==> src/rtl/pc_sequencer_pkg.sv <==
// Shared definitions for the PC sequencer: exception causes, FSM encoding and
// the cause-selection helper.
package pc_pkg;

    typedef enum logic [1:0] {
        PCS_RUN  = 2'd0,
        PCS_TRAP = 2'd1,
        PCS_HALT = 2'd2
    } pcs_state_e;

    localparam logic [1:0] EXC_OPCODE = 2'd0;
    localparam logic [1:0] EXC_OVF    = 2'd1;
    localparam logic [1:0] EXC_DIV0   = 2'd2;
    localparam logic [1:0] EXC_ALIGN  = 2'd3;

    // An explicit request outranks a misaligned target raised in the same cycle.
    function automatic logic [1:0] exc_cause(input logic exc_req, input logic [1:0] exc_code);
        return exc_req ? exc_code : EXC_ALIGN;
    endfunction

endpackage

==> src/rtl/pc_sequencer_if.sv <==
// Control/datapath bundle between the control unit, the PC sources and the
// PC sequencer.
interface pc_sequencer_if #(
    parameter int unsigned WIDTH   = 32,
    parameter int unsigned NUM_SRC = 5,
    parameter int unsigned SEL_W   = 3
);

    logic [NUM_SRC*WIDTH-1:0] src;
    logic [SEL_W-1:0]         pc_source;
    logic                     pc_write;
    logic                     pc_write_cond;
    logic                     zero;
    logic                     exc_req;
    logic [1:0]               exc_code;
    logic                     eret;

    logic [WIDTH-1:0]         pc;
    logic [WIDTH-1:0]         epc;
    logic                     exc_ack;
    logic                     in_handler;
    logic                     halted;
    logic                     sel_err;

    modport master (
        output src, pc_source, pc_write, pc_write_cond, zero, exc_req, exc_code, eret,
        input  pc, epc, exc_ack, in_handler, halted, sel_err
    );

    modport slave (
        input  src, pc_source, pc_write, pc_write_cond, zero, exc_req, exc_code, eret,
        output pc, epc, exc_ack, in_handler, halted, sel_err
    );

endinterface

==> src/rtl/pc_src_mux.sv <==
// NUM_SRC x WIDTH combinational source selector; flags selects with no
// corresponding source and then outputs zero.
module pc_src_mux #(
    parameter int unsigned WIDTH   = 32,
    parameter int unsigned NUM_SRC = 5,
    parameter int unsigned SEL_W   = 3
) (
    input  logic [NUM_SRC*WIDTH-1:0] src,
    input  logic [SEL_W-1:0]         sel,
    output logic [WIDTH-1:0]         tgt,
    output logic                     invalid
);

    always_comb begin
        tgt     = '0;
        invalid = 1'b1;
        for (int k = 0; k < int'(NUM_SRC); k++) begin
            if (sel == SEL_W'(k)) begin
                tgt     = src[k*WIDTH +: WIDTH];
                invalid = 1'b0;
            end
        end
    end

endmodule

==> src/rtl/pc_sequencer.sv <==
// Next-PC selection, PC/EPC ownership and exception vectoring with
// double-fault halt for the multicycle CPU.
module pc_sequencer
    import pc_pkg::*;
#(
    parameter int unsigned      WIDTH        = 32,
    parameter int unsigned      NUM_SRC      = 5,
    parameter int unsigned      SEL_W        = 3,
    parameter logic [WIDTH-1:0] RESET_VECTOR = '0,
    parameter logic [WIDTH-1:0] EXC_BASE     = WIDTH'(32'h0000_00FC),
    parameter int unsigned      EXC_STRIDE   = 4,
    parameter bit               ALIGN_CHECK  = 1'b1
) (
    input logic         clk,
    input logic         reset,
    pc_sequencer_if.slave bus
);

    pcs_state_e       state_q, state_d;
    logic [WIDTH-1:0] pc_q, pc_d;
    logic [WIDTH-1:0] epc_q, epc_d;
    logic             in_handler_q, in_handler_d;
    logic             halted_q, halted_d;
    logic             exc_ack_q, exc_ack_d;
    logic             sel_err_q, sel_err_d;

    logic [WIDTH-1:0] tgt;
    logic             invalid;
    logic             wr;
    logic             mis;
    logic             exc_ev;
    logic [1:0]       cause;
    logic [WIDTH-1:0] vector;

    pc_src_mux #(
        .WIDTH  (WIDTH),
        .NUM_SRC(NUM_SRC),
        .SEL_W  (SEL_W)
    ) u_mux (
        .src    (bus.src),
        .sel    (bus.pc_source),
        .tgt    (tgt),
        .invalid(invalid)
    );

    // An invalid select is reported via sel_err and never raises a misalignment trap.
    assign wr     = bus.pc_write | (bus.pc_write_cond & bus.zero);
    assign mis    = ALIGN_CHECK & wr & ~invalid & (tgt[1:0] != 2'b00);
    assign exc_ev = bus.exc_req | mis;
    assign cause  = exc_cause(bus.exc_req, bus.exc_code);
    assign vector = EXC_BASE + WIDTH'(cause) * WIDTH'(EXC_STRIDE);

    always_comb begin
        state_d      = state_q;
        pc_d         = pc_q;
        epc_d        = epc_q;
        in_handler_d = in_handler_q;
        halted_d     = halted_q;
        exc_ack_d    = 1'b0;
        sel_err_d    = 1'b0;

        unique case (state_q)
            PCS_HALT: begin
                state_d = PCS_HALT;
            end
            PCS_TRAP: begin
                state_d = PCS_RUN;
            end
            PCS_RUN: begin
                if (exc_ev) begin
                    if (in_handler_q) begin
                        state_d  = PCS_HALT;
                        halted_d = 1'b1;
                    end else begin
                        state_d      = PCS_TRAP;
                        epc_d        = pc_q;
                        pc_d         = vector;
                        in_handler_d = 1'b1;
                        exc_ack_d    = 1'b1;
                    end
                end else if (bus.eret && in_handler_q) begin
                    pc_d         = epc_q;
                    in_handler_d = 1'b0;
                end else if (wr && invalid) begin
                    sel_err_d = 1'b1;
                end else if (wr) begin
                    pc_d = tgt;
                end
            end
            default: begin
                state_d = PCS_RUN;
            end
        endcase
    end

    always_ff @(posedge clk or negedge reset) begin
        if (!reset) begin
            state_q      <= PCS_RUN;
            pc_q         <= RESET_VECTOR;
            epc_q        <= '0;
            in_handler_q <= 1'b0;
            halted_q     <= 1'b0;
            exc_ack_q    <= 1'b0;
            sel_err_q    <= 1'b0;
        end else begin
            state_q      <= state_d;
            pc_q         <= pc_d;
            epc_q        <= epc_d;
            in_handler_q <= in_handler_d;
            halted_q     <= halted_d;
            exc_ack_q    <= exc_ack_d;
            sel_err_q    <= sel_err_d;
        end
    end

    assign bus.pc         = pc_q;
    assign bus.epc        = epc_q;
    assign bus.exc_ack    = exc_ack_q;
    assign bus.in_handler = in_handler_q;
    assign bus.halted     = halted_q;
    assign bus.sel_err    = sel_err_q;

endmodule
==> src/flat_wrapper.sv <==
// flat-port wrapper written by rule: the top's interface ports become plain ports
module pc_sequencer_flat import pc_pkg::*;
#(
    parameter int unsigned      WIDTH        = 32,
    parameter int unsigned      NUM_SRC      = 5,
    parameter int unsigned      SEL_W        = 3,
    parameter logic [WIDTH-1:0] RESET_VECTOR = '0,
    parameter logic [WIDTH-1:0] EXC_BASE     = WIDTH'(32'h0000_00FC),
    parameter int unsigned      EXC_STRIDE   = 4,
    parameter bit               ALIGN_CHECK  = 1'b1
)
  (clk, reset, bus_src, bus_pc_source, bus_pc_write, bus_pc_write_cond, bus_zero, bus_exc_req, bus_exc_code, bus_eret, bus_pc, bus_epc, bus_exc_ack, bus_in_handler, bus_halted, bus_sel_err);
  pc_sequencer_if #(.WIDTH(WIDTH), .NUM_SRC(NUM_SRC), .SEL_W(SEL_W)) bus_i ();
  input logic clk;
  input logic reset;
  input wire logic [$bits(bus_i.src)-1:0] bus_src;
  input wire logic [$bits(bus_i.pc_source)-1:0] bus_pc_source;
  input wire logic [$bits(bus_i.pc_write)-1:0] bus_pc_write;
  input wire logic [$bits(bus_i.pc_write_cond)-1:0] bus_pc_write_cond;
  input wire logic [$bits(bus_i.zero)-1:0] bus_zero;
  input wire logic [$bits(bus_i.exc_req)-1:0] bus_exc_req;
  input wire logic [$bits(bus_i.exc_code)-1:0] bus_exc_code;
  input wire logic [$bits(bus_i.eret)-1:0] bus_eret;
  output wire logic [$bits(bus_i.pc)-1:0] bus_pc;
  output wire logic [$bits(bus_i.epc)-1:0] bus_epc;
  output wire logic [$bits(bus_i.exc_ack)-1:0] bus_exc_ack;
  output wire logic [$bits(bus_i.in_handler)-1:0] bus_in_handler;
  output wire logic [$bits(bus_i.halted)-1:0] bus_halted;
  output wire logic [$bits(bus_i.sel_err)-1:0] bus_sel_err;
  assign bus_i.src = bus_src;
  assign bus_i.pc_source = bus_pc_source;
  assign bus_i.pc_write = bus_pc_write;
  assign bus_i.pc_write_cond = bus_pc_write_cond;
  assign bus_i.zero = bus_zero;
  assign bus_i.exc_req = bus_exc_req;
  assign bus_i.exc_code = bus_exc_code;
  assign bus_i.eret = bus_eret;
  assign bus_pc = bus_i.pc;
  assign bus_epc = bus_i.epc;
  assign bus_exc_ack = bus_i.exc_ack;
  assign bus_in_handler = bus_i.in_handler;
  assign bus_halted = bus_i.halted;
  assign bus_sel_err = bus_i.sel_err;
  pc_sequencer #(.WIDTH(WIDTH), .NUM_SRC(NUM_SRC), .SEL_W(SEL_W), .RESET_VECTOR(RESET_VECTOR), .EXC_BASE(EXC_BASE), .EXC_STRIDE(EXC_STRIDE), .ALIGN_CHECK(ALIGN_CHECK)) u_core (.clk(clk), .reset(reset), .bus(bus_i));
endmodule
==> config.mk <==
export PLATFORM = sky130hd
export DESIGN_NAME = pc_sequencer_flat
export DESIGN_NICKNAME = d
export VERILOG_FILES = /design/src/rtl/pc_sequencer_pkg.sv /design/src/rtl/pc_sequencer_if.sv /design/src/rtl/pc_src_mux.sv /design/src/rtl/pc_sequencer.sv /design/src/flat_wrapper.sv
export SDC_FILE = /design/constraint.sdc
export NUM_CORES = 1
export LEC_CHECK = 0
export CAP_MARGIN = 20
export CORE_MARGIN = 1.5
export CORE_UTILIZATION = 42
export CTS_CLUSTER_DIAMETER = 200
export DETAILED_ROUTE_END_ITERATION = 16
export PLACE_DENSITY = 0.87
export SYNTH_ARGS = -nofsm -noshare
export SYNTH_HDL_FRONTEND = slang
export SYNTH_SLANG_ARGS = --single-unit
==> constraint.sdc <==
create_clock -name clk -period 3.9 [get_ports clk]
set_input_delay 0.78 -clock clk [delete_from_list [all_inputs] [get_ports clk]]
set_output_delay 0.78 -clock clk [all_outputs]
set_load 0.02 [all_outputs]
==> results.sh, run 1 <==
export IMPL_timing_critical_path_arrival_ns=3.38
export IMPL_finalClockSkew_ns=0.0143
export IMPL_r2r_cells=4
export IMPL_drt_initial_drc_count=163
export IMPL_cts_hold_buf=0
export IMPL_rows=36
export IMPL_antenna_found_initial=0
export IMPL_synth_cells_most_frequent="dfrtp_1, mux2_2, o21ai_0"
export IMPL_cts_reportedPaths_clkPinSlew_ns=0.08
export IMPL_synth_edf_count=0
export IMPL_cts_buffers=9
export IMPL_final_nets=748
export IMPL_yosys_area_top_type="dfrtp_1"
export IMPL_clk_root_buffer_cell="clkbuf_8"
export IMPL_fin_crit_ns=3.15
export IMPL_grt_remaining_overflow=0
export IMPL_crit_share_post_route=0.807
export IMPL_floorplan_initialDensity=0.432
export IMPL_hold_viol_final=0
export IMPL_detail_route_wl_per_cell_um=20.2
export IMPL_largest_net_degree_at_the_start_of_global_routing=41
export IMPL_finalSetupViolCount=0
export IMPL_dieWidth_um=103
export IMPL_yosys_area_top_type_share=0.417
export IMPL_finalHoldWorstSlack_ns=0.467
export IMPL_final_instance_count_excl_fill=713
export IMPL_cts_root_to_sink_buffers=2
export IMPL_routabilityCongestion=1.00
export IMPL_clock_latency_ns=0.34
export IMPL_grt_pass1_wl_mm=21.5
export IMPL_syn_nets=515
export IMPL_synth_yosys_warnings=0
export IMPL_synth_cell_area_mm2=0.00420
export IMPL_share_of_flip_flops_with_an_asynchronous_set_or_reset=1.00
export IMPL_cts_max_level=3
export IMPL_crit_path_end="u_core.bus.pc[30]$_DFFE_PN0P_"
export IMPL_worst_slew_pin_transition_ns=0.675
export IMPL_timing_final_max_slew_violations=0
export IMPL_ys_ff_latch=70
export IMPL_vias_per_cell=5.71
export IMPL_synthMostInstantiatedCell="dfrtp_1"
export IMPL_setup_worst_path_end_class="flip-flop"
export IMPL_drt_pass1_iterations=4
export IMPL_synth_sequential_area_ratio=0.417
export IMPL_detail_route_wirelength_mm=14.4
export IMPL_fin_tns_setup_ns=0
export IMPL_ios=240
export IMPL_place_ws_ns=0.432
export IMPL_regToRegStartpoint="u_core.state_q[1]$_DFFE_PN0P_"
export IMPL_worst_ir_drop_vdd_mv=0.251
export IMPL_buffer_ports_inserted=239
export IMPL_synth_flop_cell="dfrtp_1"
export IMPL_setup_slack_ns=0.755
export IMPL_postSynthCellCount=342
export IMPL_fp_dieArea_mm2=0.0106
export IMPL_hold_class="primary input to async pin"
export IMPL_number_of_maximum_capacitance_constraint_violations=0
export IMPL_slew_limit_headroom=0.550
export IMPL_number_of_sinks_on_the_clock_net=70
export IMPL_outcome="completed"
export IMPL_unrepaired_setup_endpoints_after_global_routing="false"
export IMPL_cts_resized=0
export IMPL_critical_path_peak_fanout=26
export IMPL_cts_tree="yes"
export IMPL_crit_path_required_time_ns=4.13
export IMPL_power_per_cell_area_mw_per_mm2=495
export IMPL_final_layout_size_suffix_gt1_frac=0.176
export IMPL_worstSetupStartpointType="primary input"
export IMPL_groute_usage_overall=0.268
export IMPL_core_area_mm2=0.00973
export IMPL_power_leakage_nw=2.82
export IMPL_place_detailed_instances=697
export IMPL_setup_worst_path_class="primary input to flip-flop"
export IMPL_route_vias_total=4070
export IMPL_r2r_setup_slack_ns=1.81
export IMPL_count_of_inserted_antenna_diode_cells=0
export IMPL_postCtsSetupBuffers=0
export IMPL_area_delta_synth_final_pct=64.8
export IMPL_die_y_um=103
export IMPL_grt_pass1_vias=4242
export IMPL_r2r_end="u_core.bus.pc[15]$_DFFE_PN0P_"
export IMPL_max_freq_mhz=318
export IMPL_largest_cells_by_area_after_synthesis="dfrtp_1, mux4_2, mux2_2"
export IMPL_final_hpwl_from_detailed_placement_mm=11.3
export IMPL_timing_critical_path_from="bus_pc_source[2]"
export IMPL_yosysUniqueCellTypes=46
export IMPL_final_antenna_net_count=0
export IMPL_route_detailed_drc=0
export IMPL_synth_avg_cell_area_um2=12.3
registers in the layout, indices dropped and copies added, names as in the netlist:
register / count
u_core.bus.epc: 32
u_core.bus.exc_ack: 1
u_core.bus.halted: 1
u_core.bus.in_handler: 1
u_core.bus.pc: 32
u_core.bus.sel_err: 1
u_core.state_q: 2
power by group:
part / switching [W] / total (W) / internal, W
Sequential: 0.000217 / 0.00116 / 0.000945
Clock: 0.000267 / 0.000662 / 0.000395
Combinational: 0.000755 / 0.00160 / 0.000848
Total: 0.00124 / 0.00343 / 0.00219
cell usage in the layout, fill, tap and decap left out, types with 2 or more instances in the layout:
master,n
inv_1,6
bufinv_16,2
clkdlybuf4s50_1,236
nor3_1,5
a31oi_1,6
o21ai_0,27
a211oi_1,3
a221o_1,22
a21oi_1,14
buf_2,3
a221oi_2,3
mux2_4,3
dfrtp_1,70
clkbuf_8,11
o2bb2ai_1,25
a22o_1,4
nand2_1,8
mux4_2,23
mux2_2,31
o22ai_1,3
nor2_1,9
mux2i_1,20
and3_1,5
buf_4,12
nand2b_1,2
o21a_1,3
and2_1,2
worst min-delay path by stage:
stage	end	depth (start not counted)
final	u_core.bus.epc[25]$_DFFE_PN0P_	1
after global routing	u_core.bus.epc[25]$_DFFE_PN0P_	1
after CTS	u_core.bus.epc[25]$_DFFE_PN0P_	1
after detailed placement	u_core.bus.halted$_DFFE_PN0P_	1
after global placement	u_core.bus.halted$_DFFE_PN0P_	1
after floorplan	u_core.bus.epc[0]$_DFFE_PN0P_	0
cells by family (layout without fill, tap and decap cells):
group,Yosys count,after routing,synth area share
muxes,77,77,0.265
and+or+nand+nor,37,37,0.0438
DFF,70,70,0.417
adders and majority gates,1,1,0.00298
AOI/OAI and AO/OA,121,121,0.230
buffers and inverters,36,274,0.0414
metrics by stage:
stage | util | cell area [um2] | power, W
global route | 0.712 | 6930 | 0.00361
finish | 0.712 | 6930 | 0.00343
CTS | 0.712 | 6930 | 0.00345
detailed placement | 0.688 | 6690 | 0.00278
floorplan | - | 4200 | 0.00196
global placement | 0.688 | 6690 | 0.00274
final cells by class:
class / instances / area [um2]
sequential: 70 / 1750
clock buffer: 11 / 151
timing repair buffer: 251 / 2470
inverter: 7 / 26.3
tap: 133 / 166
fill: 748 / 2800
multi-input combinational: 236 / 2280
clock inverter: 5 / 81.3
per-layer routing:
layer	global-route usage	part of all wire	vias up
met5	0	0	-
met4	0.0977	0.022	0
met3	0.0536	0.097	25
met2	0.494	0.52	230
met1	0.307	0.37	1979
li1	-	-	1836
critical path, cell delays in order:
cell	delay (ns)
clkdlybuf4s50_1	0.53
buf_4	0.20
nor2_2	0.09
and3_1	0.18
o32a_2	0.40
o211ai_2	0.34
nand2_2	0.43
mux2_2	0.41
Note: power is estimated with default switching activity, not from simulation.
==> inputs of run 2 (changes only) <==
--- a/config.mk
+++ b/config.mk
@@ -7,10 +7,10 @@
 export LEC_CHECK = 0
 export CAP_MARGIN = 20
 export CORE_MARGIN = 1.5
-export CORE_UTILIZATION = 42
+export CORE_UTILIZATION = 39
 export CTS_CLUSTER_DIAMETER = 200
 export DETAILED_ROUTE_END_ITERATION = 16
-export PLACE_DENSITY = 0.87
+export PLACE_DENSITY = 0.82
 export SYNTH_ARGS = -nofsm -noshare
 export SYNTH_HDL_FRONTEND = slang
 export SYNTH_SLANG_ARGS = --single-unit
==> constraint.sdc (replaced) <==
create_clock -name clk -period 3.1 [get_ports clk]
set_input_delay 0.62 -clock clk [delete_from_list [all_inputs] [get_ports clk]]
set_output_delay 0.62 -clock clk [all_outputs]
set_load 0.02 [all_outputs]
==> results.sh, run 2 (synthesis gave the netlist of run 1 again) <==
export IMPL_cts_buffers=9
export IMPL_layout_cells_most_common="clkdlybuf4s50_1"
export IMPL_fillers=827
export IMPL_setup_worst_path_end_class="flip-flop"
export IMPL_routabilityCongestion=0.906
export IMPL_cts_reportedPaths_clkPinSlew_ns=0.07
export IMPL_timing_critical_path_slowest_stage_cell="a2111oi_4"
export IMPL_count_of_inserted_antenna_diode_cells=0
export IMPL_detail_route_wl_per_cell_um=20.4
export IMPL_core_area_mm2=0.0104
export IMPL_final_hpwl_from_detailed_placement_mm=11.7
export IMPL_floorplan_initialDensity=0.405
export IMPL_most_frequent_cells_in_the_layout="clkdlybuf4s50_1, dfrtp_1, mux2_2"
export IMPL_timing_final_max_slew_violations=0
export IMPL_finalSetupViolCount=0
export IMPL_power_leakage_nw=2.85
export IMPL_clockPowerShare=0.149
export IMPL_number_of_sinks_on_the_clock_net=70
export IMPL_groute_usage_overall=0.262
export IMPL_number_of_maximum_capacitance_constraint_violations=0
export IMPL_cpPeakStageDelay_ns=0.51
export IMPL_place_ws_ns=0.0720
export IMPL_grt_pass1_wl_mm=23.1
export IMPL_worst_slew_pin_transition_ns=0.621
export IMPL_setup_slack_ns=0.385
export IMPL_clock_latency_ns=0.33
export IMPL_p_sw_frac=0.375
export IMPL_outcome="completed"
export IMPL_finalHoldWorstSlack_ns=0.313
export IMPL_finalClockSkew_ns=0.00729
export IMPL_place_detailed_instances=712
export IMPL_slew_limit_headroom=0.583
export IMPL_power_per_cell_area_mw_per_mm2=598
export IMPL_crit_share_post_route=0.876
export IMPL_seqPwrFrac=0.352
export IMPL_route_detailed_drc=0
export IMPL_die_y_um=107
export IMPL_final_layout_size_suffix_gt1_frac=0.190
export IMPL_cts_hold_buf=0
export IMPL_clk_root_buffer_cell="clkbuf_8"
export IMPL_seqCellArea_mm2=0.00175
export IMPL_multi_input_gate_area_mm2=0.00228
export IMPL_cts_tree="yes"
export IMPL_final_nets=760
export IMPL_crit_path_required_time_ns=3.31
export IMPL_net_switching_power_w=0.00157
export IMPL_critical_path_peak_fanout=22
export IMPL_cts_max_level=3
export IMPL_fp_dieArea_mm2=0.0114
export IMPL_worstSetupStartpointType="primary input"
export IMPL_antenna_found_initial=0
export IMPL_postCtsSetupBuffers=0
export IMPL_p_comb_frac=0.499
export IMPL_drt_pass1_iterations=4
export IMPL_final_antenna_net_count=0
export IMPL_cts_resized=0
export IMPL_unrepaired_setup_endpoints_after_global_routing="false"
export IMPL_fin_tns_setup_ns=0
export IMPL_internal_power_w=0.00261
export IMPL_rows=37
export IMPL_cts_root_to_sink_buffers=2
export IMPL_dieWidth_um=107
export IMPL_area_delta_synth_final_pct=66.3
export IMPL_buffer_ports_inserted=239
export IMPL_grt_remaining_overflow=0
export IMPL_route_vias_total=4135
export IMPL_timing_critical_path_arrival_ns=2.92
export IMPL_largest_net_degree_at_the_start_of_global_routing=71
export IMPL_fin_crit_ns=2.72
export IMPL_max_freq_mhz=368
export IMPL_final_instance_count_excl_fill=726
export IMPL_worst_ir_drop_vdd_mv=0.292
export IMPL_drt_initial_drc_count=271
export IMPL_vias_per_cell=5.70
export IMPL_ios=240
export IMPL_final_core_util=0.674
export IMPL_hold_viol_final=0
export IMPL_setup_worst_path_class="primary input to flip-flop"
export IMPL_hold_class="primary input to async pin"
export IMPL_grt_pass1_vias=4446
export IMPL_detail_route_wirelength_mm=14.8
export IMPL_cp_cell_sequence="clkdlybuf4s50_1 > nand2b_1 > nor2_1 > o32a_4 > o21ai_4 > a2111oi_4 > buf_12 > mux2_2"
[run 2: changes by cell type in the layout (fill, tap and decap cells not counted)]
cell / change
bufinv_16: -2
clkinv_4: -1
clkinvlp_4: +1
buf_12: +3
buf_4: +9
clkinv_2: +1
clkbuf_8: -1
[run 2: area by class of cell]
type	instances	area share
Clock buffer	10	0.0197
Clock inverter	4	0.00358
Inverter	7	0.00376
Multi-Input combinational cell	236	0.326
Sequential cell	70	0.251
Tap cell	136	0.0244
Timing Repair Buffer	263	0.371
[run 2: worst paths after layout]
check	from	endpoint	slack, ns	cells after the start
setup / recovery	bus_pc_source[2]	u_core.bus.epc[20]$_DFFE_PN0P_	0.38	8
hold / removal	reset	u_core.bus.epc[26]$_DFFE_PN0P_	0.31	2
setup reg to reg	u_core.bus.in_handler$_DFFE_PN0P_	u_core.bus.pc[30]$_DFFE_PN0P_	1.06	5
hold reg to reg	u_core.bus.halted$_DFFE_PN0P_	u_core.bus.halted$_DFFE_PN0P_	0.50	1
max in group asynchronous	reset	u_core.bus.pc[13]$_DFFE_PN0P_	2.50	2
min in group clk	u_core.bus.halted$_DFFE_PN0P_	u_core.bus.halted$_DFFE_PN0P_	0.50	1
[run 2: metal layers]
layer / vias up / wire, um / GRT usage
li1: 1857 / - / -
met2: 211 / 7460 / 0.475
met3: 29 / 1280 / 0.0644
met5: - / 0 / 0
met4: 0 / 349 / 0.0933
met1: 2038 / 5710 / 0.297
[run 2: worst max-delay path: cells and delay by family]
kind | cells | cell delay (ns)
and+or+nand+nor | 2 | 0.36
AOI/OAI and AO/OA | 3 | 0.84
muxes | 1 | 0.35
buffers and inverters | 2 | 0.74
[run 2: power by group through the flow]
stage | Combinational [W] | Sequential, W | Clock, W
final | 0.00208 | 0.00147 | 0.000624
after global routing | 0.00221 | 0.00151 | 0.000681
after CTS | 0.00210 | 0.00147 | 0.000644
after global placement | 0.00205 | 0.00147 | 0
after detailed placement | 0.00209 | 0.00148 | 0
after floorplan | 0.000729 | 0.00173 | 0
[run 2: metrics by stage]
step | cell area [um2] | power, W
final | 6990 | 0.00418
after global routing | 6990 | 0.00440
after CTS | 6990 | 0.00421
after detailed placement | 6820 | 0.00357
after global placement | 6820 | 0.00353
after floorplan | 4200 | 0.00246
